<file path="src/rtl/regfile_wb_arbiter_pkg.sv">
`default_nettype none
// +----------------------------------------------------------------------------+
// | Module      : regfile_wb_arbiter_pkg                                        |
// | Description : Shared constants and commit-source encoding for the          |
// |               register-file writeback arbiter and its scoreboard.          |
// | Revision    : 1.0  initial release                                          |
// +----------------------------------------------------------------------------+
package regfile_wb_arbiter_pkg;

    localparam int REG_ADDR_W     = 5;
    localparam int NUM_REGS       = 32;
    localparam int DATA_WIDTH_DEF = 32;

    // Winner of the single regfile write port in a given cycle
    typedef enum logic [1:0] {
        SRC_NONE = 2'd0,
        SRC_HOLD = 2'd1,
        SRC_A    = 2'd2,
        SRC_B    = 2'd3
    } src_e;

endpackage
`default_nettype wire

</file>
<file path="src/rtl/regfile_scoreboard.sv">
`default_nettype none
// +----------------------------------------------------------------------------+
// | Module      : regfile_scoreboard                                            |
// | Description : Busy-bit vector for destinations owned by the long-latency   |
// |               unit. One set port, one clear port, three lookups.           |
// | Ports       : clk_i/rst_i (async, active-high), set_en_i/set_idx_i,        |
// |               clr_en_i/clr_idx_i, iss/chk_a/chk_b lookup idx -> busy,      |
// |               busy_vec_o full vector.                                      |
// | Revision    : 1.0  initial release                                          |
// +----------------------------------------------------------------------------+
module regfile_scoreboard
    import regfile_wb_arbiter_pkg::*;
(
    input  logic                  clk_i,
    input  logic                  rst_i,
    input  logic                  set_en_i,
    input  logic [REG_ADDR_W-1:0] set_idx_i,
    input  logic                  clr_en_i,
    input  logic [REG_ADDR_W-1:0] clr_idx_i,
    input  logic [REG_ADDR_W-1:0] iss_idx_i,
    input  logic [REG_ADDR_W-1:0] chk_a_idx_i,
    input  logic [REG_ADDR_W-1:0] chk_b_idx_i,
    output logic                  iss_busy_o,
    output logic                  chk_a_busy_o,
    output logic                  chk_b_busy_o,
    output logic [NUM_REGS-1:0]   busy_vec_o
);

    logic [NUM_REGS-1:0] busy_q;
    logic [NUM_REGS-1:0] busy_d;

    // Set and clear never target the same index (issue is refused while the
    // bit is set), so their order here only matters for different indices.
    always_comb begin
        busy_d = busy_q;
        if (clr_en_i) begin
            busy_d[clr_idx_i] = 1'b0;
        end
        if (set_en_i && (set_idx_i != '0)) begin
            busy_d[set_idx_i] = 1'b1;
        end
    end

    always_ff @(posedge clk_i or posedge rst_i) begin
        if (rst_i) begin
            busy_q <= '0;
        end else begin
            busy_q <= busy_d;
        end
    end

    assign iss_busy_o   = busy_q[iss_idx_i];
    assign chk_a_busy_o = busy_q[chk_a_idx_i];
    assign chk_b_busy_o = busy_q[chk_b_idx_i];
    assign busy_vec_o   = busy_q;

endmodule
`default_nettype wire

</file>
<file path="src/rtl/regfile_wb_arbiter.sv">
`default_nettype none
// +----------------------------------------------------------------------------+
// | Module      : regfile_wb_arbiter                                            |
// | Description : Shares the single 32x32 regfile write port between the      |
// |               pipeline writeback (A, freeze-only) and the long-latency     |
// |               unit (B, valid/ready). Tracks B destinations in a           |
// |               scoreboard, forces B through after STARVE_LIMIT cycles and   |
// |               parks the displaced A write in a one-entry hold register.    |
// | Ports       : clock, ctrl_reset (async high); a_* pipeline write;          |
// |               b_*/b_ready long-latency write; iss_*/iss_ready issue;       |
// |               chk_regA/B -> hazard; stall_pipe, proto_err, busy_vec;       |
// |               ctrl_writeEnable/ctrl_writeReg/data_writeReg regfile port.   |
// | Revision    : 1.0  initial release                                          |
// +----------------------------------------------------------------------------+
module regfile_wb_arbiter
    import regfile_wb_arbiter_pkg::*;
#(
    parameter int DATA_WIDTH   = DATA_WIDTH_DEF,
    parameter int STARVE_LIMIT = 8,
    parameter int CNT_W        = 4
) (
    input  logic                  clock,
    input  logic                  ctrl_reset,
    input  logic                  a_valid,
    input  logic [REG_ADDR_W-1:0] a_reg,
    input  logic [DATA_WIDTH-1:0] a_data,
    input  logic                  b_valid,
    input  logic [REG_ADDR_W-1:0] b_reg,
    input  logic [DATA_WIDTH-1:0] b_data,
    output logic                  b_ready,
    input  logic                  iss_valid,
    input  logic [REG_ADDR_W-1:0] iss_reg,
    output logic                  iss_ready,
    input  logic [REG_ADDR_W-1:0] chk_regA,
    input  logic [REG_ADDR_W-1:0] chk_regB,
    output logic                  hazard,
    output logic                  stall_pipe,
    output logic                  proto_err,
    output logic [NUM_REGS-1:0]   busy_vec,
    output logic                  ctrl_writeEnable,
    output logic [REG_ADDR_W-1:0] ctrl_writeReg,
    output logic [DATA_WIDTH-1:0] data_writeReg
);

    localparam logic [CNT_W-1:0] C_LIMIT = CNT_W'(STARVE_LIMIT);
    localparam logic [CNT_W-1:0] C_SAT   = {CNT_W{1'b1}};

    logic                  hold_full_q;
    logic [REG_ADDR_W-1:0] hold_reg_q;
    logic [DATA_WIDTH-1:0] hold_data_q;
    logic [CNT_W-1:0]      wait_cnt_q, wait_cnt_d;
    logic                  proto_err_q, proto_err_d;
    logic                  clr_pend_q;
    logic [REG_ADDR_W-1:0] clr_reg_q;
    logic                  we_q;
    logic [REG_ADDR_W-1:0] wreg_q;
    logic [DATA_WIDTH-1:0] wdata_q;

    logic                  iss_busy, chk_a_busy, chk_b_busy;
    logic                  a_ok, force_b, capture, b_xfer, b_owned;
    src_e                  sel;
    logic [REG_ADDR_W-1:0] commit_reg;
    logic [DATA_WIDTH-1:0] commit_data;

    // A is ignored while the pipeline is frozen; force mode needs an empty
    // hold slot to park A in.
    always_comb begin
        a_ok    = a_valid && !hold_full_q;
        force_b = b_valid && !hold_full_q && (wait_cnt_q >= C_LIMIT);
        if (hold_full_q) begin
            sel = SRC_HOLD;
        end else if (force_b) begin
            sel = SRC_B;
        end else if (a_ok) begin
            sel = SRC_A;
        end else if (b_valid) begin
            sel = SRC_B;
        end else begin
            sel = SRC_NONE;
        end
    end

    assign b_ready = (sel == SRC_B);
    assign b_xfer  = b_valid && b_ready;
    assign capture = force_b && a_valid;
    assign b_owned = busy_vec[b_reg];

    always_comb begin
        commit_reg  = hold_reg_q;
        commit_data = hold_data_q;
        case (sel)
            SRC_A: begin
                commit_reg  = a_reg;
                commit_data = a_data;
            end
            SRC_B: begin
                commit_reg  = b_reg;
                commit_data = b_data;
            end
            default: ;
        endcase
    end

    always_comb begin
        wait_cnt_d = '0;
        if (b_valid && !b_ready) begin
            wait_cnt_d = (wait_cnt_q == C_SAT) ? wait_cnt_q : wait_cnt_q + 1'b1;
        end
    end

    // Reg 0 is never marked busy, so a B result for it is a legitimate
    // completion of a reg-0 issue rather than an unowned write.
    assign proto_err_d = proto_err_q
                       || (a_valid && hold_full_q)
                       || (b_xfer && (b_reg != '0) && !b_owned);

    always_ff @(posedge clock or posedge ctrl_reset) begin
        if (ctrl_reset) begin
            hold_full_q <= 1'b0;
            hold_reg_q  <= '0;
            hold_data_q <= '0;
            wait_cnt_q  <= '0;
            proto_err_q <= 1'b0;
            clr_pend_q  <= 1'b0;
            clr_reg_q   <= '0;
            we_q        <= 1'b0;
            wreg_q      <= '0;
            wdata_q     <= '0;
        end else begin
            wait_cnt_q  <= wait_cnt_d;
            proto_err_q <= proto_err_d;

            if (sel == SRC_HOLD) begin
                hold_full_q <= 1'b0;
            end else if (capture) begin
                hold_full_q <= 1'b1;
                hold_reg_q  <= a_reg;
                hold_data_q <= a_data;
            end

            // The busy bit is released one cycle after the B commit, on the
            // edge where the regfile latches the write.
            clr_pend_q <= b_xfer && (b_reg != '0) && b_owned;
            clr_reg_q  <= b_reg;

            we_q <= (sel != SRC_NONE) && (commit_reg != '0);
            if (sel != SRC_NONE) begin
                wreg_q  <= commit_reg;
                wdata_q <= commit_data;
            end
        end
    end

    regfile_scoreboard u_scoreboard (
        .clk_i        (clock),
        .rst_i        (ctrl_reset),
        .set_en_i     (iss_valid && iss_ready),
        .set_idx_i    (iss_reg),
        .clr_en_i     (clr_pend_q),
        .clr_idx_i    (clr_reg_q),
        .iss_idx_i    (iss_reg),
        .chk_a_idx_i  (chk_regA),
        .chk_b_idx_i  (chk_regB),
        .iss_busy_o   (iss_busy),
        .chk_a_busy_o (chk_a_busy),
        .chk_b_busy_o (chk_b_busy),
        .busy_vec_o   (busy_vec)
    );

    assign iss_ready        = !iss_busy;
    assign hazard           = (chk_a_busy && (chk_regA != '0)) || (chk_b_busy && (chk_regB != '0));
    assign stall_pipe       = hold_full_q;
    assign proto_err        = proto_err_q;
    assign ctrl_writeEnable = we_q;
    assign ctrl_writeReg    = wreg_q;
    assign data_writeReg    = wdata_q;

endmodule
`default_nettype wire

</file>
<file path="config.mk">
export PLATFORM = sky130hd
export DESIGN_NAME = regfile_wb_arbiter
export DESIGN_NICKNAME = d
export VERILOG_FILES = /design/src/rtl/regfile_wb_arbiter_pkg.sv /design/src/rtl/regfile_scoreboard.sv /design/src/rtl/regfile_wb_arbiter.sv
export SDC_FILE = /design/constraint.sdc
export NUM_CORES = 1
export LEC_CHECK = 0
export ABC_CLOCK_PERIOD_IN_PS = 8960
export CAP_MARGIN = 20
export CORE_ASPECT_RATIO = 1.1
export CORE_MARGIN = 10
export CORE_UTILIZATION = 53
export CTS_BUF_LIST = sky130_fd_sc_hd__clkbuf_16
export CTS_CLUSTER_SIZE = 16
export DETAILED_ROUTE_END_ITERATION = 10
export PLACE_DENSITY = 0.94
export SETUP_SLACK_MARGIN = 0.15
export SLEW_MARGIN = 20
export SYNTH_ARGS = -nofsm -noshare
export SYNTH_HDL_FRONTEND = slang
export SYNTH_HIERARCHICAL = 1
export SYNTH_SLANG_ARGS = --single-unit
export TNS_END_PERCENT = 100
</file>
<file path="constraint.sdc">
create_clock -name clock -period 8.96 [get_ports clock]
set_input_delay 1.792 -clock clock [delete_from_list [all_inputs] [get_ports clock]]
set_output_delay 1.792 -clock clock [all_outputs]
set_load 0.005 [all_outputs]
</file>
* Yosys cells after proc, flatten, opt, wreduce, memory -nomap -nowiden
Index checks and enable logic that the tools add are counted.
** Storage, ports and cells
- Memory bits (read-only) :: 0
- Latch bits :: 0
- Output and inout port bits :: 75
- Memories :: 0
- Bits in registers :: 119
- Logic and storage cells :: 85
- Bits in writable memories :: 0
** Operators by class
- Add/subtract/negate cells :: 1
- Bitwise gates (word level) :: 4
- Reduce and logical (&&, ||, !) cells :: 32
- Div/mod/pow operators :: 0
- Shift-type cells :: 0
- $mul :: 0
- Magnitude comparators :: 8
- Equality and inequality tests :: 5
- Multiplexer cells :: 24
** Operator list (number)
- two-way mux 32 bit :: 2
- case mux 32 bit (2 select lines) :: 1
- bitwise AND 32 bit :: 1
- inverter 32 bit :: 1
- OR 32 bit :: 1
- < comparator 5 x 6 -> 1 bit (second input constant) :: 5
- nonzero test 5 bit :: 5
- binary-select mux 1 bit (select 5 bit) :: 4
- logical AND 1 bit :: 17
- demux 1 bit (select 5 bit) :: 2
- >= comparator 5 x 1 -> 1 bit (second input constant) :: 2
- case mux 5 bit (2 select lines) :: 1
- two-way mux 1 bit :: 8
- two-way mux 2 bit :: 4
- two-way mux 4 bit :: 2
- adder 4 x 1 -> 4 bit (second input constant) :: 1
- equality test 2 bit (second input constant) :: 2
- equality test 4 bit (second input constant) :: 1
- >= comparator 4 bit (second input constant) :: 1
- zero test 1 bit :: 4
- nonzero test 2 bit :: 2
- logical OR 1 bit :: 3
- equality test 2 x 1 -> 1 bit (second input constant) :: 1
- != test 2 bit (second input constant) :: 1
- 2 further kinds :: 2

* Logic depth before layout (Yosys ltp)
Gate-level depths: netlist (run 1).
- Depth in word-level cells :: 10
- Gate-level depth with buffers :: 11

* Modules after synthesis
Netlist (run 1), hierarchy kept.
** By module, submodules not included
- regfile_wb_arbiter :: cells each 420, instances 1, area each 4001.3 µm²
- regfile_scoreboard :: cells each 248, instances 1, area each 2259.7 µm²

* Worst setup path before layout (run 1)
Ideal clock, no wire load.
- Kind :: input to output
- From :: in chk_regA[1]
- To :: out hazard
- Stages :: 9
- Arrival time :: 2833 ps
- Path slack :: 4335 ps
- Cells stage by stage :: buf_6 buf_6 mux2i_1 a22oi_1 nand3_1 nand2_1 a311o_1 o21ai_1 nand2_1
** On the way
- Cells in the longest elaborated chain, start to end :: 4
- Elaborated cells on any way between the ends :: 5
- Classes of those cells :: mux: 2; reduce/logical: 3
** Ends and longest elaborated chain
- start: declaration :: line regfile_wb_arbiter.sv:34 : input logic [REG_ADDR_W-1:0] chk_regA,
- binary-select mux 1 bit (select 5 bit) :: line regfile_scoreboard.sv:53 : assign chk_a_busy_o = busy_q[chk_a_idx_i];
- two-way mux 1 bit (not written as such) :: line regfile_scoreboard.sv:53
- named net chk_a_busy :: line regfile_wb_arbiter.sv:59 : logic iss_busy, chk_a_busy, chk_b_busy;
- logical AND 1 bit :: line regfile_wb_arbiter.sv:171 : assign hazard = (chk_a_busy && (chk_regA != '0)) || (chk_b_busy && (chk_regB != '0));
- logical OR 1 bit :: line regfile_wb_arbiter.sv:171
- end: declaration :: line regfile_wb_arbiter.sv:36 : output logic hazard,
The timed path passes the listed nets, and every way through them passes these cells. The select of a mux whose other input is x is not followed.

* Worst setup path in the final report (run 1)
- From :: in iss_reg[1]
- To :: out iss_ready
** On the way
- Cells in the longest elaborated chain, start to end :: 3
** Ends and longest elaborated chain
- start: declaration :: line regfile_wb_arbiter.sv:32 : input logic [REG_ADDR_W-1:0] iss_reg,
- binary-select mux 1 bit (select 5 bit) :: line regfile_scoreboard.sv:52 : assign iss_busy_o = busy_q[iss_idx_i];
- two-way mux 1 bit (not written as such) :: line regfile_scoreboard.sv:52
- named net iss_busy :: line regfile_wb_arbiter.sv:59
- zero test 1 bit :: line regfile_wb_arbiter.sv:170 : assign iss_ready = !iss_busy;
- end: declaration :: line regfile_wb_arbiter.sv:33 : output logic iss_ready,
The timed path passes the listed nets, and every way through them passes these cells. The select of a mux whose other input is x is not followed.

==> results of run 1 <==
[flip-flops by register name, summed over array words and instances, names as in the netlist, 4 cells and up]
name,cells
data_writeReg,32
hold_data_q,32
u_scoreboard/busy_vec_o,32
clr_reg_q,5
ctrl_writeReg,5
hold_reg_q,5
wait_cnt_q,4
[metrics by stage]
step	setup slack [ps]	hold WS, ps
4_1_cts	2720	480
3_3_place_gp	2850	456
5_1_grt	2540	505
6_report	2610	483
3_5_place_dp	2720	466
2_1_floorplan	4330	445
[worst min-delay path by stage]
| stage | from | end | slack, ps |
|---|---|---|---|
| 5_1_grt | hold_reg_q[4] | hold_reg_q[4] | 500 |
| 2_1_floorplan | hold_data_q[0] | hold_data_q[0] | 440 |
| 3_3_place_gp | hold_data_q[24] | hold_data_q[24] | 460 |
| 6_report | hold_data_q[5] | hold_data_q[5] | 480 |
| 3_5_place_dp | hold_data_q[24] | hold_data_q[24] | 470 |
| 4_1_cts | hold_reg_q[0] | hold_reg_q[0] | 480 |
[cells in the mapped netlist (10+ instances only)]
| cell | instances | area [um2] |
|---|---|---|
| o21ai_0 | 55 | 275 |
| dfrtp_1 | 119 | 2980 |
| nand3_1 | 13 | 65.1 |
| clkbuf_1 | 16 | 60.1 |
| a21oi_1 | 47 | 235 |
| nor2_1 | 49 | 184 |
| o21ai_1 | 11 | 55.1 |
| nor2b_1 | 10 | 62.6 |
| nand2_1 | 140 | 526 |
| nand3b_1 | 10 | 75.1 |
| a22oi_1 | 23 | 173 |
| a222oi_1 | 34 | 340 |
| mux2i_1 | 65 | 651 |
[kinds of logic after synthesis]
family	after synthesis	share of synthesized area (%)
AOI/OAI and AO/OA	186	19.4
xor gates and xnor gates	1	0.140
adders and majority gates	2	0.400
buffers and inverters	43	3.82
DFF	119	47.6
muxes	65	10.4
and+or+nand+nor	252	18.3
[critical path, delay by kind of cell]
kind / cells / cell delay [ps]
simple gates: 2 / 200
buf+inv: 3 / 1740
mux: 1 / 360
compound gates: 2 / 450
[per-layer routing]
| metal | vias to the layer above | global-route usage (%) | share of wire, % |
|---|---|---|---|
| met5 | - | 0 | 0 |
| met4 | 0 | 10.9 | 4.0 |
| met3 | 101 | 11.8 | 13 |
| met2 | 525 | 45.5 | 47 |
| met1 | 3104 | 31.7 | 36 |
| li1 | 2748 | - | - |
[area by class of cell]
type                            count  area (um2)  area share [%]
Sequential cell                   119        2980            34.9
Tap cell                          150         188            2.20
Multi-Input combinational cell    506        3060            35.8
Timing Repair Buffer              172        1720            20.1
Clock inverter                     15         144            1.69
Clock buffer                       17         425            4.98
Inverter                            7        27.5           0.322
Antenna cell                        1        2.50          0.0293
[power by group]
group	total (mW)	internal, mW	switching (mW)
sequential	0.685	0.592	0.0932
clock	0.667	0.428	0.240
combinational	0.355	0.196	0.159
total	1.71	1.22	0.492
==> metrics.txt, run 1 <==
Port Buffers between 150 and 200; Filler cells around 760; vias in the first global route around 6600; Final Wtd Congestion around 1.0; Fin Setup TNS 0 ps; RSZ-0062 raised after global routing false; end point of the critical path iss_ready; DRC 0; worst rel slew slack 29.1%; CP Class in -> out; Critical Path Slowest Stage Cell clkdlybuf4s50_1; Most Frequent Cell on Critical Path clkdlybuf4s50_1; Reg2Reg Capture Point u_scoreboard/busy_vec_o[16]; worst min path class reg -> reg; Die Area roughly 0.017 mm2; fin. max-slew vios 0; Post-Syn Area per Cell between 9 and 10 um2; EDFF count, synth 0; reg2reg setup slack between 6000 and 7000 ps; crit path cell chain clkdlybuf4s50_1, mux2i_1, a22oi_1, nand3_1, nand2_1, a311o_1, inv_1, clkdlybuf4s50_1; Vias/cell around 6.6; WL final about 24000 um; root buf cell clkbuf_16; Synth cell types 42; r2r startpoint u_scoreboard/busy_vec_o[11]; Worst Hold Depth 2; sequential area share after synthesis 47.6%; antenna violations before repair 1; All-Layer GR Usage between 20% and 30%; ys flop type dfrtp_1; total power between 1.5 and 2 mW; Worst Setup SP iss_reg[1]; CTS tree yes; max_cap viols 0; outcome finished clean; CTS clk-pin slew, worst paths approximately 60 ps; Yosys warnings 6; DR pass1 iterations 7; TritonCTS buffer count 17; Cell Pwr Density 200 mW/mm2; first-pass GRT wire length between 30000 and 40000 um; leading cell type in the layout, fill and taps excluded clkdlybuf4s50_1; post-DP HPWL between 15000 and 20000 um; Final Instance Area between 0.008 and 0.009 mm2; Cell Area, Synth roughly 0.0063 mm2; count of state elements after synthesis between 100 and 150; peak supply drop between 0.0001 and 0.00015 V; syn nets roughly 760; Hold-fix buffers, CTS 0; ys async rst share 100%; critical path fanouts, max 21; final period utilization between 70% and 80%; Bufs on Longest Clock Path 2; Tmin final about 6300 ps; non-filler cells, final 987; path depth of the worst reg2reg path 9; worst skew pair latency around 400 ps; Core Region 0.0115 mm2; Peak Freq 158 MHz; Initial Util around 54%; Layout area overhead 36.3%; clk sink count roughly 120; Startpoint Class primary input; final hold viol count 0; chip width 124 um; DP Cell Count around 950; Layout Nets around 900; CP Data Required Time around 7200 ps; Chip Height roughly 130 um; static leakage roughly 3.7 nW; count of final setup violators 0; worst slew pin tran ~1100 ps; DP Area between 0.007 and 0.008 mm2; # IOs 169; critical path's largest stage delay 1170 ps; largest net degree at the start of global routing 88; 1st-iter DRT viols 924; CTS resizes 0; FP Rows 41; DRT antenna net count 0; setup bufs post-CTS 0; CP Capture Type primary output; most frequent cells in the layout 168 x clkdlybuf4s50_1, 140 x nand2_1, 119 x dfrtp_1, 65 x mux2i_1, 55 x o21ai_0; GRT Residual Overflow 0; share of cells above drive strength 1 5.14%; Syn Inst Count approximately 670; Wirelength per Cell about 24 um; routed via count about 6500; htree depth 4; Arr. time, crit path approximately 4600 ps; clock skew about 10 ps; final core occ 74.0%
No activity file was read; power rests on OpenSTA's default activity.
==> run 2, diff against run 1 <==
--- a/config.mk
+++ b/config.mk
@@ -5,15 +5,15 @@
 export SDC_FILE = /design/constraint.sdc
 export NUM_CORES = 1
 export LEC_CHECK = 0
-export ABC_CLOCK_PERIOD_IN_PS = 8960
+export ABC_CLOCK_PERIOD_IN_PS = 6600
 export CAP_MARGIN = 20
 export CORE_ASPECT_RATIO = 1.1
 export CORE_MARGIN = 10
-export CORE_UTILIZATION = 53
+export CORE_UTILIZATION = 49
 export CTS_BUF_LIST = sky130_fd_sc_hd__clkbuf_16
 export CTS_CLUSTER_SIZE = 16
 export DETAILED_ROUTE_END_ITERATION = 10
-export PLACE_DENSITY = 0.94
+export PLACE_DENSITY = 0.88
 export SETUP_SLACK_MARGIN = 0.15
 export SLEW_MARGIN = 20
 export SYNTH_ARGS = -nofsm -noshare
==> constraint.sdc (replaced) <==
create_clock -name clock -period 6.6 [get_ports clock]
set_input_delay 1.32 -clock clock [delete_from_list [all_inputs] [get_ports clock]]
set_output_delay 1.32 -clock clock [all_outputs]
set_load 0.005 [all_outputs]
==> run 2 against run 1 <==
Against the previous run: count of clock-buffer cells in the layout stayed put; first-iteration DRC count is 15% lower; power is 36% higher; routed wire length is 9.0% lower; sequential share of layout area is 0.14 points lower; register-to-register slack worse by 2200 ps; combinational power is 32% higher; core utilization is 5.9 points lower; critical path depth stayed put.
==> metrics.txt, run 2 (synthesis gave the netlist of run 1 again) <==
CTS clk-pin slew, worst paths 50 ps; FP Rows 43; FF/Latch Area roughly 0.0030 mm2; setup bufs post-CTS 0; Critical Path Slowest Stage Cell clkdlybuf4s50_1; chip width 128 um; count of final setup violators 0; clock skew 5.06 ps; Tmin final about 5300 ps; max_cap viols 0; 1st-iter DRT viols ~780; outcome finished clean; RSZ-0062 raised after global routing false; DRC 0; Filler cells approximately 990; Arr. time, crit path between 3000 and 4000 ps; htree depth 4; fin. max-slew vios 0; Bufs on Longest Clock Path 2; CP Class in -> out; TritonCTS buffer count 17; Peak Freq approximately 190 MHz; Startpoint Class primary input; Layout Nets between 900 and 1000; GRT Residual Overflow 0; pre-CTS WS about 1300 ps; worst skew pair latency a little over 400 ps; Core Region 0.0126 mm2; peak supply drop a little under 0.0002 V; first-pass GRT wire length about 34000 um; CTS tree yes; All-Layer GR Usage a little under a quarter; Chip Height roughly 140 um; final hold viol count 0; clk sink count between 100 and 150; CTS resizes 0; ANT cells 0; Hold-fix buffers, CTS 0; antenna violations before repair 0; post-DP HPWL between 10000 and 15000 um; critical path fanouts, max 21; vias in the first global route roughly 6300; critical path's largest stage delay 1160 ps; Fin Setup TNS 0 ps; leading cell type in the layout, fill and taps excluded clkdlybuf4s50_1; # IOs ~170; Die Area approximately 0.018 mm2; most frequent cells in the layout 168 x clkdlybuf4s50_1, 140 x nand2_1, 119 x dfrtp_1, 65 x mux2i_1, 55 x o21ai_0; final period utilization 79.9%; static leakage approximately 3.7 nW; Most Frequent Cell on Critical Path clkdlybuf4s50_1; Port Buffers 168; share of cells above drive strength 1 roughly 5.4%; setup ws final approximately 1300 ps; worst rel slew slack between 20% and 30%; Wirelength per Cell about 22 um; CP Capture Type primary output; routed via count roughly 6200; DRT antenna net count 0; Initial Util between 40% and 50%; WL final between 20000 and 25000 um; Top delay family on crit path buffers and inverters; DR pass1 iterations 8; Vias/cell 6.23; largest net degree at the start of global routing between 70 and 80; worst min path class reg -> reg; Layout area overhead 36.9%; CP Data Required Time approximately 5300 ps; CP bufs+invs 3; multi-input logic area a little over 0.003 mm2; Final Wtd Congestion between 0.9 and 1; crit path cell chain clkdlybuf4s50_1, mux2i_1, a22oi_1, nand4b_1, a21oi_1, a311o_1, inv_1, clkdlybuf4s50_1; root buf cell clkbuf_16; Cell Pwr Density ~270 mW/mm2; worst slew pin tran 1070 ps
[run 2: changes by cell type in the layout (fill, tap and decap cells not counted), sizes merged]
cell,delta
clkinvlp,+1
inv,-3
bufinv,+1
buf,+2
diode,-1
[run 2: cell type report]
class / count / share of cell area [%]
clock buffers: 17 / 4.96
repair buffers: 174 / 20.1
inverters: 7 / 0.321
clock inverters: 14 / 1.93
flip-flops and latches: 119 / 34.7
well taps: 157 / 2.29
multi-input cells: 506 / 35.6
[run 2: layer usage]
layer  up-vias  wire length (um)  global-route usage (%)
met2       412             10200                    36.6
li1       2749                 -                       -
met5         -                 0                       0
met1      2982              8100                    27.5
met4         0               587                    9.55
met3        51              2730                    10.6
[run 2: path summary, 6_finish.rpt]
kind | cells after the start | startpoint | endpoint | slack (ps)
max | 8 | iss_reg[1] | iss_ready | 1330
min | 2 | hold_data_q[1] | hold_data_q[1] | 480
max reg2reg | 9 | u_scoreboard/busy_vec_o[21] | u_scoreboard/busy_vec_o[8] | 4030
min reg2reg | 2 | hold_data_q[1] | hold_data_q[1] | 480
max in group asynchronous | 3 | ctrl_reset | data_writeReg[26] | 4200
min in group asynchronous | 2 | ctrl_reset | data_writeReg[1] | 1290
[run 2: through the flow]
stage	instance area (um2)	util, %	cells	hold slack [ps]	power (mW)
global route	8570	68.1	994	498	2.42
detailed placement	7980	63.4	963	467	1.39
floorplan	6260	-	668	445	1.09
finish	8570	68.1	994	476	2.33
global placement	7980	63.4	963	456	1.38
CTS	8570	68.1	994	480	2.33
[run 2: report_power, final]
group          switching (mW)  internal (mW)  leakage, nW  total (mW)
registers               0.120          0.804         1.45       0.924
clock network           0.314          0.618        0.291       0.932
logic                   0.204          0.266         1.99       0.470
[run 2: worst reg2reg max path: stages (launching register included)]
cell and delay, ps:
dfrtp_1 490, mux2i_1 190, a22oi_1 90, nand4b_1 110
a21oi_1 50, a311o_1 360, nor2b_1 330, inv_1 110
or4b_4 580, o21ai_1 180
